### src/rtl/plic_define.sv
// Shared PLIC definitions: sizes, claim FSM states and the id decode helper.
package plic_define;

   localparam int PLIC_IRQ_NUM   = 32;
   localparam int PLIC_IRQ_WIDTH = 6;
   localparam int PLIC_MASK_CYC  = 3;

   // Decode space wide enough for any IRQ_NUM up to 1024 sources.
   localparam int PLIC_VEC_MAX  = 1024;
   localparam int PLIC_ID_MAX_W = 11;

   typedef enum logic {
      IDLE = 1'b0,
      MASK = 1'b1
   } claim_state_e;

   // Id j (1-based) maps to bit j-1; id 0 maps to an empty vector.
   function automatic logic [PLIC_VEC_MAX-1:0] id_to_vec(
      input logic [PLIC_ID_MAX_W-1:0] id
   );
      if (id == '0) begin
         id_to_vec = '0;
      end else begin
         id_to_vec = PLIC_VEC_MAX'(1) << (id - 1'b1);
      end
   endfunction

endpackage

### src/rtl/dffr.sv
// Register library flop: D flop with asynchronous active-high reset to zero.
module dffr #(
   parameter int W = 1
) (
   input  logic         clk,
   input  logic         rst,
   input  logic [W-1:0] d,
   output logic [W-1:0] q
);

   always_ff @(posedge clk or posedge rst) begin
      if (rst) begin
         q <= '0;
      end else begin
         q <= d;
      end
   end

endmodule

### src/rtl/plic_claim_ctrl.sv
// PLIC claim/complete controller: grants claims, masks eip after each claim,
// tracks in-service ids and validates completes.
module plic_claim_ctrl
   import plic_define::*;
#(
   parameter int IRQ_NUM   = PLIC_IRQ_NUM,
   parameter int IRQ_WIDTH = PLIC_IRQ_WIDTH,
   parameter int MASK_CYC  = PLIC_MASK_CYC
) (
   input  logic                 clk_i,
   input  logic                 rst_i,
   input  logic                 irq_i,
   input  logic [IRQ_WIDTH-1:0] idx_i,
   input  logic                 claim_i,
   input  logic                 cmpl_i,
   input  logic [IRQ_WIDTH-1:0] cmpl_id_i,
   output logic [IRQ_WIDTH-1:0] claim_id_o,
   output logic [IRQ_NUM-1:0]   clam_o,
   output logic [IRQ_NUM-1:0]   comp_o,
   output logic [IRQ_NUM-1:0]   isv_o,
   output logic                 eip_o,
   output logic                 err_o
);

   localparam int CNT_W = (MASK_CYC > 1) ? $clog2(MASK_CYC) : 1;
   localparam logic [CNT_W-1:0] CNT_LOAD = CNT_W'(MASK_CYC - 1);
   localparam logic [IRQ_WIDTH-1:0] ID_LAST = IRQ_WIDTH'(IRQ_NUM);

   claim_state_e         state;
   claim_state_e         state_d;
   logic                 state_q;
   logic [CNT_W-1:0]     cnt_q;
   logic [CNT_W-1:0]     cnt_d;
   logic                 claim_ok;
   logic                 cmpl_ok;
   logic [IRQ_NUM-1:0]   claim_dec;
   logic [IRQ_NUM-1:0]   cmpl_dec;
   logic [IRQ_NUM-1:0]   clam_d;
   logic [IRQ_NUM-1:0]   comp_d;
   logic [IRQ_NUM-1:0]   isv_d;
   logic                 err_d;

   assign state = claim_state_e'(state_q);

   assign eip_o      = irq_i & (idx_i != '0) & (state == IDLE);
   assign claim_id_o = eip_o ? idx_i : '0;

   assign claim_ok  = claim_i & eip_o;
   assign claim_dec = IRQ_NUM'(id_to_vec(PLIC_ID_MAX_W'(idx_i)));
   assign cmpl_dec  = IRQ_NUM'(id_to_vec(PLIC_ID_MAX_W'(cmpl_id_i)));

   assign cmpl_ok = cmpl_i
                  & (cmpl_id_i != '0)
                  & (cmpl_id_i <= ID_LAST)
                  & (|(cmpl_dec & isv_o));

   assign clam_d = claim_ok ? claim_dec : '0;
   assign comp_d = cmpl_ok ? cmpl_dec : '0;
   assign err_d  = cmpl_i & ~cmpl_ok;

   // Set after clear so a same-cycle claim of the completed id keeps it in service.
   assign isv_d = (isv_o & ~comp_d) | clam_d;

   always_comb begin
      state_d = state;
      cnt_d   = cnt_q;
      unique case (state)
         IDLE: begin
            if (claim_ok) begin
               state_d = MASK;
               cnt_d   = CNT_LOAD;
            end
         end
         MASK: begin
            if (cnt_q == '0) begin
               state_d = IDLE;
            end else begin
               cnt_d = cnt_q - 1'b1;
            end
         end
         default: begin
            state_d = IDLE;
            cnt_d   = '0;
         end
      endcase
   end

   dffr #(.W(1)) u_state (
      .clk (clk_i),
      .rst (rst_i),
      .d   (state_d),
      .q   (state_q)
   );

   dffr #(.W(CNT_W)) u_cnt (
      .clk (clk_i),
      .rst (rst_i),
      .d   (cnt_d),
      .q   (cnt_q)
   );

   dffr #(.W(IRQ_NUM)) u_clam (
      .clk (clk_i),
      .rst (rst_i),
      .d   (clam_d),
      .q   (clam_o)
   );

   dffr #(.W(IRQ_NUM)) u_comp (
      .clk (clk_i),
      .rst (rst_i),
      .d   (comp_d),
      .q   (comp_o)
   );

   dffr #(.W(IRQ_NUM)) u_isv (
      .clk (clk_i),
      .rst (rst_i),
      .d   (isv_d),
      .q   (isv_o)
   );

   dffr #(.W(1)) u_err (
      .clk (clk_i),
      .rst (rst_i),
      .d   (err_d),
      .q   (err_o)
   );

endmodule

### config.mk
export PLATFORM = sky130hd
export DESIGN_NAME = plic_claim_ctrl
export DESIGN_NICKNAME = d
export VERILOG_FILES = /design/src/rtl/plic_define.sv /design/src/rtl/dffr.sv /design/src/rtl/plic_claim_ctrl.sv
export SDC_FILE = /design/constraint.sdc
export NUM_CORES = 1
export LEC_CHECK = 0
export BUFFER_PORTS_ARGS = -buffer_cell sky130_fd_sc_hd__buf_2
export CAP_MARGIN = 10
export CORE_ASPECT_RATIO = 0.5
export CORE_MARGIN = 2
export CORE_UTILIZATION = 52
export CTS_CLUSTER_SIZE = 24
export DETAILED_ROUTE_END_ITERATION = 16
export GPL_TIMING_DRIVEN = 0
export PLACE_DENSITY_LB_ADDON = 0.25
export RECOVER_POWER = 100
export SYNTH_ARGS = -nofsm -noshare
export SYNTH_HDL_FRONTEND = slang
export SYNTH_HIERARCHICAL = 1
export SYNTH_SLANG_ARGS = --single-unit
### constraint.sdc
create_clock -name clk_i -period 2.1 [get_ports clk_i]
set_input_delay 0.315 -clock clk_i [delete_from_list [all_inputs] [get_ports clk_i]]
set_output_delay 0.315 -clock clk_i [all_outputs]
set_load 0.01 [all_outputs]
### Word-level counts from Yosys, hierarchy flattened

Cells that the tools add are included.

* muxes and demuxes: 11
* add/subtract/negate cells: 3
* bitwise gates (word level): 13
* equality and inequality tests: 2
* shift-type cells: 2
* reduce and logical (&&, ||, !) cells: 7
* order comparisons: 1

Operators by type and width (count)
* 2-to-1 mux 32 bit: 4
* bitwise AND 32 bit: 2
* left shift 1 x 11 -> 32 bit, first input constant: 2
* NOT 32 bit: 1
* bitwise OR 32 bit: 1
* OR reduction 32 bit: 1
* subtractor 6 x 1 -> 7 bit, second input constant: 2
* zero test 6 bit: 2
* nonzero test 6 bit: 2
* bitwise AND 1 bit: 7
* <= comparator 6 bit, second input constant: 1
* 2-to-1 mux 6 bit: 1
* 2-to-1 mux 2 bit: 2
* inequality test 2 bit, second input constant: 2
* case mux 2 bit (2 select lines): 1
* zero test 2 bit: 1
* 2-to-1 mux 1 bit: 2
* NOT 1 bit: 2
* case mux 1 bit (2 select lines): 1
* AND reduction 2 bit: 1
* subtractor 2 x 1 -> 2 bit, second input constant: 1

* flip-flop bits (word level): 100
* output and inout bits: 104

### Depth between registers and ports, before layout

Gate-level depths: netlist of the first run.

* depth after elaboration: 10
* mapped depth: 13
* gate-level depth less buffers: 8

### Modules after synthesis

Netlist of the first run, hierarchy kept.

Modules (own cells, without submodules)
* dffr at u_clam ...: times used 3, cells an instance 33, area each 804.5 um^2, seq. area each 800.8 um^2
* plic_claim_ctrl: times used 1, cells an instance 306, area each 1856.8 um^2, seq. area each 0.0 um^2
* dffr at u_err ...: times used 2, cells an instance 2, area each 28.8 um^2, seq. area each 25.0 um^2
* dffr at u_cnt: times used 1, cells an instance 3, area each 53.8 um^2, seq. area each 50.0 um^2

### Worst setup path after synthesis of the first run

No wires, ideal clock.

* path kind: input-to-reg
* start point: input cmpl_id_i[0]
* end point: register u_isv.q[0]
* data arrival time: 2.770 ns
* setup time: 0.064 ns
* buffers on the path: 5
* path slack: -0.734 ns
* required time: 2.036 ns
* stages on the path: 13
* cell sequence: buf_6 > buf_8 > buf_6 > inv_1 > ha_1 > clkbuf_1 > buf_1 > mux4_1 > and3_1 > a2bb2oi_4 > o221ai_4 > o211ai_1 > a21o_1

* cells in the longest elaborated chain, start to end: 10

Ends and longest elaborated chain
* start: declaration: line plic_claim_ctrl.sv:16 `input logic [IRQ_WIDTH-1:0] cmpl_id_i,`
* subtractor 6 x 1 -> 7 bit: line plic_define.sv:24 `id_to_vec = PLIC_VEC_MAX'(1) << (id - 1'b1);`
* left shift 1 x 11 -> 32 bit: line plic_define.sv:24
* 2-to-1 mux 32 bit: line plic_define.sv:21 `if (id == '0) begin`
* bitwise AND 32 bit: line plic_claim_ctrl.sv:55 `& (|(cmpl_dec & isv_o));`
* OR reduction 32 bit: line plic_claim_ctrl.sv:55
* bitwise AND 1 bit: line plic_claim_ctrl.sv:55
* 2-to-1 mux 32 bit (*): line plic_claim_ctrl.sv:58 `assign comp_d = cmpl_ok ? cmpl_dec : '0;`
* NOT 32 bit (*): line plic_claim_ctrl.sv:62 `assign isv_d = (isv_o & ~comp_d) | clam_d;`
* bitwise AND 32 bit (*): line plic_claim_ctrl.sv:62
* bitwise OR 32 bit (*): line plic_claim_ctrl.sv:62
* via isv_d[0]: line plic_claim_ctrl.sv:40 `logic [IRQ_NUM-1:0] isv_d;`
* end signal: assignment: line dffr.sv:13 `q <= '0;`
* end signal: assignment: line dffr.sv:15 `q <= d;`
* end: declaration: line dffr.sv:8 `output logic [W-1:0] q`

The timed path passes the listed nets; every way through them passes the cells marked *.
A chain may end at the register's enable or synchronous reset.

### Final worst setup path of the first run

* start point: input cmpl_id_i[0]
* end point: register u_isv.q[20]

* cells in the longest elaborated chain, start to end: 10

Ends and longest elaborated chain
* subtractor 6 x 1 -> 7 bit: line plic_define.sv:24
* left shift 1 x 11 -> 32 bit: line plic_define.sv:24
* 2-to-1 mux 32 bit: line plic_define.sv:21
* bitwise AND 32 bit: line plic_claim_ctrl.sv:55
* OR reduction 32 bit: line plic_claim_ctrl.sv:55
* bitwise AND 1 bit: line plic_claim_ctrl.sv:55
* 2-to-1 mux 32 bit (*): line plic_claim_ctrl.sv:58
* via comp_d[20]: line plic_claim_ctrl.sv:39 `logic [IRQ_NUM-1:0] comp_d;`
* NOT 32 bit (*): line plic_claim_ctrl.sv:62
* bitwise AND 32 bit (*): line plic_claim_ctrl.sv:62
* bitwise OR 32 bit (*): line plic_claim_ctrl.sv:62
* via isv_d[20]: line plic_claim_ctrl.sv:40

Marked as above.

==> metrics, run 1 <==
largest net degree at the start of global routing 33; Diodes inserted 0; top-count cell post-synth dfrtp_1; clock root buffer clkbuf_16; DP HPWL 8744 um; footprint of the multi-input gates 1852 sq um; clk slew on worst S/H paths 70 ps; pwr/cell area 851.0 nW/um^2; CP bufs+invs 5; initial antenna violation count 0; vias per inst 5.577; H-tree levels 3; filler instances 642; die height 68.91 um; via count 3753; WS Path Type in2reg; complex-gate fraction of the synthesized area 15.36%; I/O Buffers 118; number of global-route vias before repair 3580; Core Footprint 8087 sq um; RSZ-0062 raised after global routing true; routability cong. 0.9351; worst skew pair latency 360 ps; Die Width 133.8 um; Cell variety after synth 64; Post-Synth Adder-Cell Area 0.8567%; yosys warns 6; fin crit period 2112 ps; setup ws final -11.76 ps; run status finished with violations; crit start category primary input; register area 2502 sq um; Worst Skew 15.73 ps; Num CTS Buffers 9; Max VDD drop 0.4638 mV; total power 4825 uW; Placement Rows 23; synth top area cells dfrtp_1 (57%), nor2_1 (6.3%), o21ai_0 (3.8%); xor and xnor fraction of the mapped netlist area 1.199%; share of cells above drive strength 1 19.07%; DRT Wirelength 12820 um; GRT Total Usage 28.35%; wire per inst 19.04 um; 1st-pass router iterations 5; post-synthesis mux area share 3.912%; Tcrit/Tclk final 100.6%; CTS tree built; WP data required 2370 ps; first-pass GRT wire length 18910 um; Top Family by Delay on Critical Path buffers and inverters; max-slew violations 0; area share of the largest cell type after synthesis 57.11%; effective utilization at floorplan 54.19%; P_leak 0.002575 uW; Die Area 9221 sq um; Netlist Area Pre-Place 4382 sq um; synth cell count leaders dfrtp_1 (100), nor2_1 (73), o21ai_0 (33); WHS 279.7 ps; number of synthesized flops with an enable pin 0; I/O Pins 121; main combinational cell family by area after synthesis simple AND/OR/NAND/NOR gates; critical path's slowest cell clkbuf_1; CTS sink cnt 100; Hold Path Class in2reg; failing checks setup timing; Post-layout nets 576; Worst-Margin Slew 688.4 ps; Synth Net Count 432; Detailed Route Iter0 Violations 342; # DRC 0; clock buffer depth 2; total gr overflow 0; DRT antenna net count 0; Hold Violations, Final 0; Post-Synthesis Cells 412; FFs w/ async S/R, synth 100.0%; slew margin rel. 54.11%; final setup fails 2; simple-gate share of the synthesized area 16.70%; Top FF cell, synth dfrtp_1; register bit total from synthesis 100; Area Growth Syn to Fin 29.38%; Synth Area per Inst 10.64 sq um; Synth area leader dfrtp_1; CP Cell Sequence buf_12 > buf_8 > inv_6 > ha_4 > buf_6 > mux4_2 > and3_4 > a2bb2oi_4 > clkbuf_1 > nor2_1 > o22ai_1; Achievable Freq 0.4735 GHz; CP peak stage delay 370 ps; nature of the critical path endpoint flop; max cap viols 0; crit path DAT 2380 ps; Core Util, Final 70.11%; Crit Path Max Fanout 8; sequential fraction of the synthesis area 57.11%
-- kinds of logic after synthesis --
| family | count (synthesis) |
|---|---|
| adders and majority gates | 3 |
| muxes | 11 |
| buffers and inverters | 46 |
| AOI/OAI and AO/OA | 93 |
| and+or+nand+nor | 153 |
| DFF | 100 |
| xor gates and xnor gates | 6 |
-- worst reg2reg max path, delay by kind of cell, from the launching register on --
kind,cells,cell delay [ps]
mux,1,530
flops,1,400
compound gates,2,380
buf+inv,1,370
simple gates,2,290
-- worst paths after layout --
check | slack [ps] | to | cells after the start | start
min | 280 | u_cnt/q[1] | 3 | claim_i
max reg2reg | 50 | u_isv/q[20] | 6 | u_isv/q[16]
min in group asynchronous | 430 | u_err/q | 3 | rst_i
max in group asynchronous | 640 | u_comp/q[19] | 4 | rst_i
min reg2reg | 510 | u_cnt/q[0] | 1 | u_cnt/q[0]
max | -10 | u_isv/q[20] | 11 | cmpl_id_i[0]
-- routing by layer --
layer	part of all wire (%)	GRT usage, %
met4	1.2	8.112
met1	43	36.83
met5	0	0
met2	45	44.81
met3	11	11.48
-- metrics by stage --
step	setup TNS (ps)	std cells	cell area (sq um)	setup slack (ps)
2_1_floorplan	-7909	412	4538	-358.3
3_3_place_gp	-33640	642	5269	-769.9
3_5_place_dp	-36800	642	5269	-778.7
4_1_cts	-14.42	667	5722	-14.42
5_1_grt	-415.8	673	5669	-71.11
6_report	-16.87	673	5669	-11.76
-- registers in the layout, indices dropped and copies added, names as in the netlist --
register   flops
u_err/q        1
u_comp/q      32
u_state/q      1
u_cnt/q        2
u_clam/q      32
u_isv/q       32
-- layout make-up --
class	instances	area share (%)
well taps	112	2.472
multi-input cells	267	32.66
flip-flops and latches	100	44.14
clock buffers	9	3.973
inverters	28	1.942
plain buffers	16	2.450
clock inverters	7	1.655
repair buffers	134	10.70
-- cells in the final DEF, fill, tap and decap left out, types with 5 or more instances in the layout --
cell,netlist,routed
clkbuf_1,7,105
dfrtp_1,100,100
nor2_1,73,67
inv_1,28,26
nand2_1,26,26
o21ai_0,33,21
buf_2,5,18
o21ai_1,2,13
o22ai_1,11,11
nand3_1,10,10
buf_4,2,10
a21o_1,9,9
clkbuf_16,0,9
mux2_2,6,6
clkbuf_2,0,6
o211ai_1,6,6
nor2_4,1,6
nor2b_1,5,5
buf_6,2,5
-- what timing repair did --
| item | 4_1_cts | 5_1_grt |
|---|---|---|
| gates cloned | 2 | 0 |
| resized for setup | 12 | 13 |
| endpoints found under the hold margin | 4 | 0 |
| hold buffers | 1 | 0 |
| pin swaps | 12 | 11 |
| buffers inserted | 7 | 4 |
| setup endpoints to repair | 49 | 40 |
-- power by group --
part	internal (uW)	switching [uW]
Sequential	2060	117
Combinational	343	539
Clock	955	809
No activity file was read; power rests on OpenSTA's default activity.
==> run 2, diff against run 1 <==
CORE_UTILIZATION = 35   (was 52)
clock period = 1.9 ns   (was 2.1 ns; I/O delays follow)
==> metrics, run 2 (synthesis gave the netlist of run 1 again) <==
1st-pass router iterations 5 (unchanged); Crit Path Max Fanout 8 (unchanged); Hold Violations, Final 0 (unchanged); slew margin rel. 58.11% (was 54.11%); first-pass GRT wire length 20680 um (was 18910 um); Worst-Margin Slew 628.4 ps (was 688.4 ps); hold depth 3 (unchanged); Post-layout nets 595 (was 576); pwr/cell area 883.6 nW/um^2 (was 851.0 nW/um^2); combinational share of power 20.2% (was 18.3%); I/O Buffers 118 (unchanged); max-slew violations 0 (unchanged); worst skew pair latency 360 ps (about the same); P_leak 0.002757 uW (was 0.002575 uW); Die Area 13480 sq um (was 9221 sq um); total gr overflow 0 (unchanged); reg2reg path depth 6 (unchanged); nature of the critical path endpoint flop (unchanged); largest net degree at the start of global routing 33 (unchanged); WS Path Type in2reg (unchanged); RSZ-0062 raised after global routing true (unchanged); max cap viols 0 (unchanged); Die Width 162.2 um (was 133.8 um); clock buffer depth 2 (unchanged); routability cong. 0.8802 (was 0.9351); fin cells 745 (was 673); clock root buffer clkbuf_16 (unchanged); final setup fails 21 (was 2); Flop pwr share 45.1% (was 45.2%); Hold Path Class in2reg (unchanged); CTS tree built (unchanged); DRT Wirelength 14010 um (was 12820 um); via count 3804 (was 3753); cell count after placement 696 (was 642); die height 83.12 um (was 68.91 um); DRT antenna net count 0 (unchanged); WHS 217.2 ps (was 279.7 ps); H-tree levels 3 (unchanged); effective utilization at floorplan 36.46% (was 54.19%); WP data required 2130 ps (was 2370 ps); GRT Total Usage 20.50% (was 28.35%); Tcrit/Tclk final 109.4%; Placement Rows 28 (was 23); run status finished with violations (unchanged); Setup WS pre-CTS -972.2 ps (was -778.7 ps); most frequent cells in the layout clkbuf_1 (100), dfrtp_1 (100), nor2_1 (59), inv_1 (25), buf_4 (24) (was clkbuf_1 (105), dfrtp_1 (100), nor2_1 (67), inv_1 (26), nand2_1 (26)); wire per inst 18.80 um (was 19.04 um); crit path DAT 2310 ps (was 2380 ps); Max VDD drop 0.4363 mV (was 0.4638 mV); I/O Pins 121 (unchanged); Detailed Route Iter0 Violations 286 (was 342); share of cells above drive strength 1 27.24% (was 19.07%); M3 GR Usage 5.395% (was 11.48%); Core Footprint 12020 sq um (was 8087 sq um); Clk pwr share 34.7% (was 36.6%); initial antenna violation count 0 (unchanged); clk slew on worst S/H paths 70 ps (about the same); # DRC 0 (unchanged); Diodes inserted 0 (unchanged); sw power 1704 uW (was 1465 uW); number of global-route vias before repair 3584 (was 3580); failing checks setup timing (unchanged); Regs by FF count u_clam/q (32), u_comp/q (32), u_isv/q (32) (unchanged); Num CTS Buffers 9 (unchanged); setup ws final -178.6 ps (was -11.76 ps); Top Usage Layer GRT met2 (unchanged); Internal 3668 uW (was 3360 uW); CTS sink cnt 100 (unchanged); GR Util met1 29.34% (was 36.83%); switching share of power 31.72% (was 30.36%); crit start category primary input (unchanged); total power 5372 uW (was 4825 uW); met2 usage 30.79% (was 44.81%); fin crit period 2079 ps; Area Growth Syn to Fin 38.75% (was 29.38%); Worst Skew 9.069 ps (was 15.73 ps); vias per inst 5.106 (was 5.577); Achievable Freq 0.4811 GHz; DP HPWL 9518 um (was 8744 um)
## run 2: critical path, stage by stage
cell     delay, ps
buf_12          80
buf_8          100
inv_6           30
ha_4           320
mux2i_2        230
o21ai_1         90
a32o_2         240
o41a_1         460
buf_6          160
nor2_4         140
buf_12         130
nor3b_2         40
## run 2: metrics by stage
stage               instance area [sq um]  setup TNS, ps  utilization, %
global placement                     5335         -52790           44.40
finish                               6080          -2222           50.59
CTS                                  6007          -3556           49.99
global route                         6080          -4479           50.59
floorplan                            4538         -18290               -
detailed placement                   5363         -54330           44.63
## run 2: final cells by class
type / instances / area (sq um)
Fill cell: 1136 / 5937
Sequential cell: 100 / 2502
Multi-Input combinational cell: 267 / 2002
Timing Repair Buffer: 153 / 789.5
Clock buffer: 9 / 225.2
Tap cell: 165 / 206.4
Buffer: 16 / 165.2
Inverter: 28 / 110.1
Clock inverter: 7 / 78.83
## run 2: layer usage
layer	share of wire [%]	vias up	wire [um]
met5	0	-	0
met4	1.5	0	216
met3	6.2	22	869
met2	46	138	6493
met1	46	1886	6427
li1	-	1758	-
## run 2: worst paths after layout
| kind | slack (ps) | to | from |
|---|---|---|---|
| worst max-delay path | -180 | u_comp/q[19] | cmpl_id_i[0] |
| worst min-delay path | 220 | u_cnt/q[1] | claim_i |
| worst max register to register | -100 | u_isv/q[24] | u_isv/q[21] |
| worst min register to register | 520 | u_cnt/q[0] | u_cnt/q[0] |
| max in group asynchronous | 420 | u_comp/q[1] | rst_i |
| min in group asynchronous | 400 | u_state/q | rst_i |
## run 2: power by group through the flow
| stage | Sequential, uW | Clock (uW) | Combinational, uW |
|---|---|---|---|
| 5_1_grt | 2440 | 2000 | 1170 |
| 4_1_cts | 2410 | 1900 | 1040 |
| 3_3_place_gp | 2450 | 0 | 922 |
| 3_5_place_dp | 2450 | 0 | 940 |
| 2_1_floorplan | 2470 | 0 | 545 |
| 6_report | 2420 | 1860 | 1090 |
## run 2: what timing repair did
action,4_1_cts,5_1_grt
hold buffers,1,0
endpoints found under the setup margin,83,75
pin swaps,32,19
hold endpoints to repair,11,0
buffers inserted,21,7
resized for setup,36,49
cloned,4,0
==> run 3, diff against run 2 <==
MAX_ROUTING_LAYER = met4   (was unset)
SLEW_MARGIN = 30   (was unset)
==> metrics, run 3 (synthesis gave the netlist of run 1 again) <==
run status finished with violations (unchanged); failing checks setup timing (unchanged); # DRC 0 (unchanged); clock root buffer clkbuf_16 (unchanged); Setup WS pre-CTS -1002 ps (was -972.2 ps); Diodes inserted 0 (unchanged); Worst Skew 7.960 ps (was 9.069 ps); Worst-Margin Slew 693.8 ps (was 628.4 ps); Regs by FF count u_clam/q (32), u_comp/q (32), u_isv/q (32) (unchanged); initial antenna violation count 0 (unchanged); Hold Violations, Final 0 (unchanged); Clk pwr share 35.2% (was 34.7%); crit path DAT 2380 ps (was 2310 ps); first-pass GRT wire length 20380 um (was 20680 um); filler instances 1134 (was 1136); Num CTS Buffers 9 (unchanged); pwr/cell area 877.6 nW/um^2 (was 883.6 nW/um^2); Tcrit/Tclk final 110.4% (was 109.4%); DRT Wirelength 13580 um (was 14010 um); Detailed Route Iter0 Violations 329 (was 286); Core Footprint 12020 sq um (unchanged); share of cells above drive strength 1 27.21% (was 27.24%); Area Growth Syn to Fin 40.35% (was 38.75%); vias per inst 5.053 (was 5.106); Achievable Freq 0.4768 GHz (was 0.4811 GHz); effective utilization at floorplan 36.46% (unchanged); CTS tree built (unchanged); Post-layout nets 592 (was 595); slew margin rel. 53.68% (was 58.11%); crit start category primary input (unchanged); wire per inst 18.30 um (was 18.80 um); total gr overflow 0 (unchanged); die height 83.12 um (unchanged); WHS 232.3 ps (was 217.2 ps); combinational share of power 20.0% (was 20.2%); Die Area 13480 sq um (unchanged); clock buffer depth 2 (unchanged); max-slew violations 0 (unchanged); 1st-pass router iterations 4 (was 5); RSZ-0062 raised after global routing true (unchanged); Flop pwr share 44.8% (was 45.1%); Internal 3772 uW (was 3668 uW); GRT Total Usage 20.65% (was 20.50%); I/O Pins 121 (unchanged); Max VDD drop 0.5281 mV (was 0.4363 mV); worst skew pair latency 350 ps (was 360 ps); via count 3749 (was 3804); H-tree levels 3 (unchanged); most frequent cells in the layout clkbuf_1 (103), dfrtp_1 (100), nor2_1 (50), nand2_1 (26), inv_1 (24) (was clkbuf_1 (100), dfrtp_1 (100), nor2_1 (59), inv_1 (25), buf_4 (24)); switching share of power 30.11% (was 31.72%); most common cell after layout, fill and taps aside clkbuf_1; setup ws final -197.2 ps (was -178.6 ps); Hold Path Class in2reg (unchanged); WP data required 2190 ps (was 2130 ps); routability cong. 0.8865 (was 0.8802); Die Width 162.2 um (unchanged); Crit Path Max Fanout 6 (was 8); final setup fails 51 (was 21); max cap viols 0 (unchanged); CTS sink cnt 100 (unchanged); DP HPWL 9521 um (was 9518 um); P_leak 0.002758 uW (was 0.002757 uW); number of global-route vias before repair 3623 (was 3584); DRT antenna net count 0 (unchanged); largest net degree at the start of global routing 33 (unchanged); sw power 1625 uW (was 1704 uW); fin crit period 2097 ps (was 2079 ps); I/O Buffers 118 (unchanged); Placement Rows 28 (unchanged); WS Path Type in2reg (unchanged); nature of the critical path endpoint flop (unchanged); clk slew on worst S/H paths 70 ps (about the same)
run 3: cell types whose count changed in the layout (fill, tap and decap cells not counted), sizes merged:
cell | before | now
buf | 58 | 54
bufinv | 0 | 1
clkbuf | 119 | 120
clkinv | 4 | 2
clkinvlp | 0 | 2
inv | 31 | 30
run 3: final cells by class:
type	instances	area (sq um)	share of cell area, %
Buffer	17	177.7	2.889
Clock buffer	9	225.2	3.662
Clock inverter	7	86.33	1.404
Inverter	28	110.1	1.790
Multi-Input combinational cell	267	2032	33.04
Sequential cell	100	2502	40.69
Tap cell	165	206.4	3.357
Timing Repair Buffer	149	809.5	13.16
run 3: worst max-delay path, stage by stage:
cell      delay [ps]
buf_12            80
buf_12            90
buf_8            100
inv_6             30
ha_4             310
mux2i_1          230
o21ai_1           90
a32o_2           240
o41a_1           420
buf_6            160
o211ai_1         210
a21o_1           150
run 3: what timing repair did:
action / in CTS / in global routing
gates cloned: 2 / 2
hold endpoints to repair: 4 / 0
endpoints found under the setup margin: 82 / 82
setup buffers: 15 / 12
gates resized for setup: 25 / 65
hold buffers: 1 / 0
pin swaps: 19 / 21
run 3: power by group through the flow:
stage | clock (uW) | combinational, uW | sequential, uW
6_report | 1900 | 1080 | 2420
5_1_grt | 2030 | 1170 | 2430
4_1_cts | 1940 | 1020 | 2410
3_5_place_dp | 0 | 931 | 2450
3_3_place_gp | 0 | 920 | 2450
2_1_floorplan | 0 | 545 | 2470
run 3: layer usage:
layer	up-vias	share of wire [%]	track usage [%]
met5	-	0	-
met4	0	1.6	4.264
met3	19	7.2	4.795
met2	121	46	30.87
met1	1864	46	28.86
li1	1745	-	-
run 3: through the flow:
step | power (uW) | TNS (ps) | cell area (sq um) | instances | utilization [%]
after global placement | 3369 | -52860 | 5335 | 695 | 44.40
after detailed placement | 3382 | -54940 | 5335 | 695 | 44.40
final | 5397 | -4771 | 6150 | 742 | 51.18
after floorplan | 3018 | -18290 | 4538 | 412 | -
after global routing | 5632 | -8693 | 6150 | 742 | 51.18
after CTS | 5368 | -2984 | 5909 | 728 | 49.18
run 3: path summary, 6_finish.rpt:
path	endpoint	start	slack [ps]	cells after the start
worst max register to register	u_err/q	u_isv/q[21]	-110	6
min in group asynchronous	u_err/q	rst_i	440	3
max in group asynchronous	u_comp/q[16]	rst_i	720	3
worst min-delay path	u_state/q	claim_i	230	3
worst max-delay path	u_isv/q[24]	cmpl_id_i[0]	-200	12
worst min register to register	u_cnt/q[0]	u_cnt/q[0]	510	1
